## config.mk

```make
export PLATFORM = sky130hd
export DESIGN_NAME = return_stack
export DESIGN_NICKNAME = d
export VERILOG_FILES = /design/src/rtl/return_stack.sv
export SDC_FILE = /design/constraint.sdc
export NUM_CORES = 1
export LEC_CHECK = 0
export CORE_MARGIN = 2
export CORE_UTILIZATION = 35
export CTS_BUF_LIST = sky130_fd_sc_hd__clkbuf_4
export CTS_CLUSTER_SIZE = 28
export DETAILED_ROUTE_END_ITERATION = 10
export PLACE_DENSITY_LB_ADDON = 0.08
export SYNTH_ARGS = -nofsm -noshare
export SYNTH_HDL_FRONTEND = slang
export SYNTH_SLANG_ARGS = --single-unit
```

## constraint.sdc

```tcl
create_clock -name clk -period 3 [get_ports clk]
set_input_delay 0.6 -clock clk [delete_from_list [all_inputs] [get_ports clk]]
set_output_delay 0.6 -clock clk [all_outputs]
set_load 0.01 [all_outputs]
```

## src/rtl/return_stack.sv

```systemverilog
// LIFO of return addresses for the CPU's call/return path. It replaces the single return register.
// Overflow overwrites the oldest entry in a circular way. Sticky flags record overflow and underflow.
module return_stack #(
   parameter int WIDTH = 10,
   parameter int AW    = 3
) (
   input  logic             clk,
   input  logic             reset,
   input  logic             push,
   input  logic             pop,
   input  logic [WIDTH-1:0] d,
   input  logic             err_clr,
   output logic [WIDTH-1:0] q,
   output logic [AW:0]      count,
   output logic             empty,
   output logic             full,
   output logic             ovf,
   output logic             unf
);

   localparam int DEPTH = 2 ** AW;

   logic [WIDTH-1:0] mem [DEPTH];
   logic [AW-1:0]    sp;
   logic [AW-1:0]    sp_m1;
   logic [AW-1:0]    wr_addr;
   logic             ovf_set;
   logic             unf_set;

   assign sp_m1   = sp - 1'b1;
   assign empty   = (count == '0);
   assign full    = (count == {1'b1, {AW{1'b0}}});
   assign q       = empty ? '0 : mem[sp_m1];
   assign ovf_set = push & ~pop & full;
   assign unf_set = pop & empty;

   // A push together with a pop replaces the top entry. On an empty stack it acts as a plain push.
   assign wr_addr = (push && pop && !empty) ? sp_m1 : sp;

   // NOTE: the array has no reset. Entries above the top are never observed, because q is gated by count.
   always_ff @(posedge clk) begin
      if (push) mem[wr_addr] <= d;
   end

   // NOTE: state uses non-blocking assignments only, so every register samples pre-edge values.
   always_ff @(posedge clk or posedge reset) begin
      if (reset) begin
         sp    <= '0;
         count <= '0;
         ovf   <= 1'b0;
         unf   <= 1'b0;
      end else begin
         case ({push, pop})
            2'b10: begin
               sp <= sp + 1'b1;
               if (!full) count <= count + 1'b1;
            end
            2'b01: begin
               if (!empty) begin
                  sp    <= sp_m1;
                  count <= count - 1'b1;
               end
            end
            2'b11: begin
               if (empty) begin
                  sp    <= sp + 1'b1;
                  count <= {{AW{1'b0}}, 1'b1};
               end
            end
            default: ;
         endcase
         // A new error takes priority over a clear in the same cycle.
         ovf <= ovf_set | (ovf & ~err_clr);
         unf <= unf_set | (unf & ~err_clr);
      end
   end

endmodule

```

==> results of run 1 <==
==> layer usage <==
metal	global-route usage, %	routed length (µm)	vias up
met2	23.5	4240	32
met4	4.17	118	0
met5	0	0	-
li1	-	-	1108
met1	19.3	4090	1195
met3	4.87	252	8
==> layout by cell type, fill, tap and decap left out, types with 7 or more instances in the layout <==
cell,n
clkbuf_4,9
buf_4,26
inv_1,7
dfrtp_1,8
nand2_1,28
mux4_2,20
o21ai_0,11
a21oi_1,11
dlygate4sd2_1,10
clkdlybuf4s50_1,22
edfxtp_1,80
==> final cells by class <==
class | instances | area, µm²
Multi-Input combinational cell | 139 | 1240
Sequential cell | 89 | 2630
Clock buffer | 9 | 67.6
Timing Repair Buffer | 61 | 568
Clock inverter | 7 | 77.6
Fill cell | 1042 | 6480
Tap cell | 143 | 179
Inverter | 8 | 32.5
==> power by group <==
group / total, mW / switching, mW / internal, mW
Combinational: 2.68 / 1.38 / 1.29
Clock: 0.687 / 0.424 / 0.263
Sequential: 1.87 / 0.193 / 1.67
==> cells by family after synthesis <==
logic type,after synthesis
multiplexers,20
flip-flops,89
buffers and inverters,25
AND/OR/NAND/NOR,62
XOR/XNOR,8
adder cells (fa/ha/maj),5
AO/OA/AOI/OAI,44
==> path summary, 6_finish.rpt <==
kind	from	to	slack (ps)	cells after the start
worst max-delay path	sp[0]	q[1]	110	7
worst min-delay path	reset	sp[2]	420	2
worst max register to register	sp[0]	mem[4][2]	390	7
worst min register to register	ovf	ovf	530	1
max in group asynchronous	reset	sp[1]	2270	2
min in group clk	ovf	ovf	530	1
==> sequential cells by signal, summed over array words and instances (netlist names) <==
signal / cells
count: 4
mem: 80
ovf: 1
sp: 3
unf: 1
==> what timing repair did <==
item,4_1_cts,5_1_grt
gates resized for setup,13,0
buffers inserted,2,0
gates cloned,0,1
setup endpoints to repair,10,5
==> flow_summary.ini, run 1 <==
[logic_synthesis]
yosys_most_used_dff = edfxtp_1
yosysTopAreaCell = edfxtp_1
yosysMostFrequentCell = edfxtp_1
syn-num-nets = 272
yosysSeqAreaShare_pct = 65.8
synth_xor_area_share_pct = 1.75
synth_area_um2 = 4000
ys_warn_count = 0
synthMuxAreaShare_pct = 11.3
syn_inst = 253
synthSimpleGateAreaFrac_pct = 8.55
synth_area_per_cell_um2 = 15.8
synth_top_area_share_pct = 60.1
ys_top_cells_by_area = edfxtp_1 (60%), mux4_2 (11%), dfrtp_1 (5.6%)
synth_edf_count = 80
synth_adder_area_share_pct = 1.50
synth_top_cells_by_count = edfxtp_1 (80), nand2_1 (28), mux4_2 (20), a21oi_1 (11), o21ai_0 (11)
synth-seq-cells = 89
yosysUniqueCellTypes = 45
synth_top_family_by_area = multiplexers
synth_compound_area_share_pct = 7.86
synthArstFlopShare_pct = 10.1

[critical_path]
critPathRequiredTime_ps = 2400
arrival_ps = 2290
slowest_delay_ps = 420
cpMaxStageDelayCell = dfrtp_1
worst-path-max-fanout = 13
cp_cell_sequence = inv_4 -> ha_2 -> clkbuf_16 -> mux4_2 -> nand2_1 -> a21oi_1 -> dlygate4sd2_1
path_class = reg -> out
cp_num_buf_inv = 3
critPathTopFamily = buffers and inverters
start_kind = flop
cp-end-kind = primary output

[timing]
worstMarginPinSlew_ps = 700
holdWs_ps = 416
finalSetupViolCount = 0
finClkSkew_ps = 16.5
slew-limit-headroom_pct = 53.3
slew_violations = 0
finalHoldViolations = 0
rsz0062_at_grt = no
fin_ws_ps = 108
min_period_over_period_pct = 96.4
max_freq_mhz = 346
setup_tns_ps = 0
period_minus_slack_ps = 2890

[place]
io_buffers = 32
dpl.hpwl_mm = 5.60
place.gp.congestion = 0.751
dp.cells = 437
place_ws_ps = 205
dpl-instance-area_um2 = 4610

[drt]
drc = 0
dr.pass1.iters = 4
detail_route.wl_per_cell_um = 19.1
ant_nets = 0
routed_via_density = 5.14
wl_mm = 8.70
routed-via-count = 2343
drt_iter0_markers = 99

[floorplanning]
die_y_um = 111
num_io_pins = 33
initial_core_util_pct = 35.4
rows = 39
die_area_um2 = 12300
core-area_um2 = 11300
die_x_um = 111

[pwr]
power_mw = 5.23
power_density_nw_per_um2 = 1090
total_leakage_power_nw = 1.67
ir_drop_mv = 0.473

[worst_hold_path]
min_path_type = in -> async

[grt]
antenna_found_initial = 0
grtUsageTotal_pct = 14.7
grt_pass1_vias = 2419
grt_pass1_wl_mm = 13.6
grt_max_degree = 29
grt-ovfl-total = 0

[clock_network]
cts.sinks = 89
tritoncts = built
ctsHoldBuffers = 0
insertion_delay_ps = 440
cts_root_buf = clkbuf_4
cts_buffer_depth = 2
cts_made_buffers = 9
htree_levels = 3
clk_pin_slew_ps = 150

[cells_and_area]
drive_gt1_share_pct = 24.0
final_cell_area_um2 = 4790
utilization_pct = 42.5
stdcell_count = 456
area_growth_pct = 19.9
num-nets-final = 327
n_antenna_cell = 0

[run]
max_cap_violations = 0

[outcome]
status = finished, final reports clean
(Power assumes the default switching activity.)
==> run 2, diff against run 1 <==
Settings changed: DONT_BUFFER_PORTS from default to 1.
==> run 2 against run 1 <==
Sequential power is 5% lower. Clock-buffer cell count is 2 higher. Critical endpoint is now q[6]. Sequential share of layout area is 2.8 points higher. First-iteration DRC count is 30% higher. Non-clock buffer count is 21 lower. Highest routed layer unchanged.
==> flow_summary.ini, run 2 (synthesized netlist as in run 1, its figures left out) <==
[drt]
wl_mm = 8.87
routed-via-count = 2319
dr.pass1.iters = 4
detail_route.wl_per_cell_um = 20.4
drc = 0
drt_iter0_markers = 129
ant_nets = 0
routed_via_density = 5.33

[critical_path]
arrival_ps = 2280
cp-end-kind = primary output
startpoint = sp[1]
critPathRequiredTime_ps = 2400
r2r-end = mem[0][1]
rr_startpoint = sp[1]
crit_end = q[6]
worst-path-max-fanout = 16
start_kind = flop
path_class = reg -> out
rrSetupSlack_ps = 540
rr_worst_depth = 6

[pwr]
internal_power_mw = 3.25
power_density_nw_per_um2 = 1150
sw_frac_of_total_pct = 38.1
ir_drop_mv = 0.513
total_leakage_power_nw = 1.59
seq_power_share_pct = 33.9
clkPwrFrac_pct = 14.9
switchingPower_mw = 2.00
comb_power_share_pct = 51.2

[timing]
fin_ws_ps = 124
rsz0062_at_grt = no
worstMarginPinSlew_ps = 830
slew-limit-headroom_pct = 44.5
setup_tns_ps = 0
slew_violations = 0
max_freq_mhz = 348
finalSetupViolCount = 0
period_minus_slack_ps = 2880
finClkSkew_ps = 18.0
min_period_over_period_pct = 95.9
finalHoldViolations = 0

[grt]
grt_pass1_wl_mm = 13.9
antenna_found_initial = 0
grt-ovfl-total = 0
grt_pass1_vias = 2402
grt_max_degree = 29
grtUsageTotal_pct = 15.0

[place]
io_buffers = 0
dpl.hpwl_mm = 5.72
place_ws_ps = 478
place.gp.congestion = 0.761
dpl-instance-area_um2 = 4350

[clock_network]
cts_root_buf = clkbuf_4
cts.sinks = 89
clk_pin_slew_ps = 150
cts_buffer_depth = 2
insertion_delay_ps = 440
htree_levels = 3
tritoncts = built
cts_made_buffers = 9

[outcome]
status = finished, final reports clean

[cells_and_area]
final_cell_area_um2 = 4560
final_common_cell = edfxtp_1
regMostFlops = mem
largest_registers = mem (80), count (4), sp (3)
utilization_pct = 40.5
largest_reg_flops = 80
n_antenna_cell = 0
drive_gt1_share_pct = 30.5
num-nets-final = 306
area_growth_pct = 14.2
layout_common_cells = edfxtp_1 (80), buf_4 (38), nand2_1 (28)

[floorplanning]
initial_core_util_pct = 35.4
die_area_um2 = 12300
core-area_um2 = 11300
die_y_um = 111
die_x_um = 111
num_io_pins = 33
rows = 39

[run]
max_cap_violations = 0

[worst_hold_path]
min_path_type = in -> reg
-- run 2: critical path, stage by stage, from the launching register on --
cell	delay, ps
dfrtp_2	450
inv_2	90
ha_2	350
buf_4	270
mux4_2	340
nand2_1	90
a21oi_1	80
buf_4	150
-- run 2: power groups by stage --
stage          registers (mW)  logic (mW)  clock network, mW
3_5_place_dp             1.80        2.67                  0
6_report                 1.78        2.69              0.781
5_1_grt                  1.81        2.93              0.856
4_1_cts                  1.77        2.67              0.816
3_3_place_gp             1.80        2.68                  0
2_1_floorplan            1.80        1.66                  0
-- run 2: final cells by class --
| class | count | area [µm²] |
|---|---|---|
| clock buffer | 11 | 82.6 |
| timing repair buffer | 40 | 300 |
| inverter | 8 | 30.0 |
| sequential | 89 | 2630 |
| fill | 1047 | 6710 |
| multi-input combinational | 139 | 1250 |
| clock inverter | 5 | 88.8 |
| tap | 143 | 179 |
-- run 2: metal layers --
layer	global-route usage (%)	share of wire, %	wire [µm]	vias to the layer above
met1	19.3	46	4100	1210
li1	-	-	-	1060
met5	0	0	0	-
met4	4.42	1.0	90	0
met2	25.2	49	4380	40
met3	3.77	3.4	300	9
-- run 2: through the flow --
stage                     total power [mW]  instances  hold WS (ps)
after floorplan                       3.46        253           428
after global placement                4.48        416           492
after detailed placement              4.47        416           495
after CTS                             5.26        433           196
after global routing                  5.59        435           197
final                                 5.24        435           240
-- run 2: timing repair --
action | 4_1_cts | 5_1_grt
resized for setup | 0 | 6
hold buffers | 1 | 0
hold endpoints to repair | 9 | 0
setup buffers | 0 | 1
endpoints found under the setup margin | 0 | 10
-- run 2: worst min path at each step --
| stage | start | to | slack [ps] | cells after the start |
|---|---|---|---|---|
| after floorplan | reset | count[0] | 430 | 1 |
| after global placement | reset | unf | 490 | 1 |
| after detailed placement | reset | unf | 500 | 1 |
| after CTS | push | count[1] | 200 | 1 |
| after global routing | d[8] | mem[3][8] | 200 | 0 |
| final | push | count[1] | 240 | 1 |
==> run 3, diff against run 2 <==
Clock period 3 ns to 3.7 ns, I/O delays scaled along.
==> run 3 against run 2 <==
Routed wire length is 6.6% lower. Highest routed layer unchanged. Critical path type unchanged. Non-clock buffer count is 28 lower. Design area shrank 5.6%. Clock skew about the same. Register-to-register slack better by 410 ps. Combinational power decreased by 37%. Clock power is 30% lower. Via count decreased by 6.9%. Cell count decreased by 6.4%. First-iteration DRC count decreased by 22%.
==> flow_summary.ini, run 3 (synthesized netlist as in run 1, its figures left out) <==
[place]
place_ws_ps = 956
io_buffers = 0
place.gp.congestion = 0.726
dpl.hpwl_mm = 5.31
dpl-instance-area_um2 = 4160

[cells_and_area]
regMostFlops = mem
layout_common_cells = edfxtp_1 (80), nand2_1 (28), mux4_2 (20)
num-nets-final = 278
drive_gt1_share_pct = 21.2
largest_reg_flops = 80
area_growth_pct = 7.77
final_common_cell = edfxtp_1
n_antenna_cell = 0
largest_registers = mem (80), count (4), sp (3)
final_cell_area_um2 = 4310

[timing]
slew_violations = 0
worstMarginPinSlew_ps = 717
rsz0062_at_grt = no
finClkSkew_ps = 18.3
slew-limit-headroom_pct = 52.1
finalHoldViolations = 0
max_freq_mhz = 327
finalSetupViolCount = 0
period_minus_slack_ps = 3060
setup_tns_ps = 0
holdWs_ps = 134
min_period_over_period_pct = 82.6
fin_ws_ps = 644

[critical_path]
r2r-end = mem[7][9]
rr_startpoint = count[0]
startpoint = sp[1]
arrival_ps = 2320
worst-path-max-fanout = 6
rr_worst_depth = 5
path_class = reg -> out
critPathRequiredTime_ps = 2960
cp-end-kind = primary output
rrSetupSlack_ps = 950
start_kind = flop
crit_end = q[9]

[worst_hold_path]
min_path_type = in -> async

[pwr]
clkPwrFrac_pct = 14.4
comb_power_share_pct = 45.1
sw_frac_of_total_pct = 39.9
internal_power_mw = 2.27
ir_drop_mv = 0.384
power_mw = 3.78
total_leakage_power_nw = 1.43
seq_power_share_pct = 40.5
power_density_nw_per_um2 = 877
switchingPower_mw = 1.51

[clock_network]
cts_made_buffers = 9
cts_root_buf = clkbuf_4
htree_levels = 3
post_cts_resized = 0
cts_buffer_depth = 2
clk_pin_slew_ps = 140
ctsHoldBuffers = 0
tritoncts = built
post_cts_buffers = 0
insertion_delay_ps = 440
cts.sinks = 89

[drt]
detail_route.wl_per_cell_um = 20.3
dr.pass1.iters = 4
ant_nets = 0
routed_via_density = 5.31
routed-via-count = 2160
wl_mm = 8.28
drc = 0
drt_iter0_markers = 101

[floorplanning]
die_x_um = 111
die_area_um2 = 12300
num_io_pins = 33
core-area_um2 = 11300
initial_core_util_pct = 35.4
die_y_um = 111
rows = 39

[outcome]
status = finished, final reports clean

[grt]
grt-ovfl-total = 0
grt_max_degree = 29
grt_pass1_wl_mm = 12.9
grtUsageTotal_pct = 14.1
grt_pass1_vias = 2211
antenna_found_initial = 0

[run]
max_cap_violations = 0
[run 3: changes by cell type in the layout (fill, tap and decap cells not counted), sizes merged]
cell         before  now
bufinv            2    1
buf              39   12
clkinv            2    4
dlygate4sd3       1    0
clkbuf           11   10
[run 3: worst min-delay path by stage]
stage          end  depth (start not counted)
5_1_grt        unf                          1
6_report       unf                          1
3_3_place_gp   ovf                          1
2_1_floorplan  ovf                          1
3_5_place_dp   ovf                          1
4_1_cts        unf                          1
[run 3: cell type report]
cell class | instances | area (µm²)
fill | 1045 | 6970
clock inverter | 6 | 67.6
sequential | 89 | 2630
multi-input combinational | 139 | 1240
clock buffer | 10 | 75.1
tap | 143 | 179
timing repair buffer | 12 | 90.1
inverter | 8 | 30.0
[run 3: per-layer routing]
metal	track usage (%)	part of all wire [%]	vias to the layer above
met5	0	0	-
li1	-	-	1008
met4	5.17	1.9	0
met3	4.43	3.0	14
met2	22.8	50	37
met1	17.8	45	1101
[run 3: critical path, cell delays in order (launching register included)]
cell     delay, ps
dfrtp_1        460
inv_1          160
ha_1           300
xnor2_1        370
buf_4          250
nand2_1         90
a21oi_1        250
[run 3: power groups by stage]
stage	Clock (mW)	Sequential, mW	Combinational [mW]
2_1_floorplan	0	1.46	1.34
3_3_place_gp	0	1.56	1.75
3_5_place_dp	0	1.56	1.75
4_1_cts	0.567	1.53	1.75
5_1_grt	0.598	1.56	1.87
6_report	0.545	1.53	1.70
[run 3: per-stage QoR]
| stage | std cells | util [%] |
|---|---|---|
| 2_1_floorplan | 253 | - |
| 3_3_place_gp | 391 | 36.9 |
| 3_5_place_dp | 391 | 36.9 |
| 4_1_cts | 407 | 38.2 |
| 5_1_grt | 407 | 38.2 |
| 6_report | 407 | 38.2 |
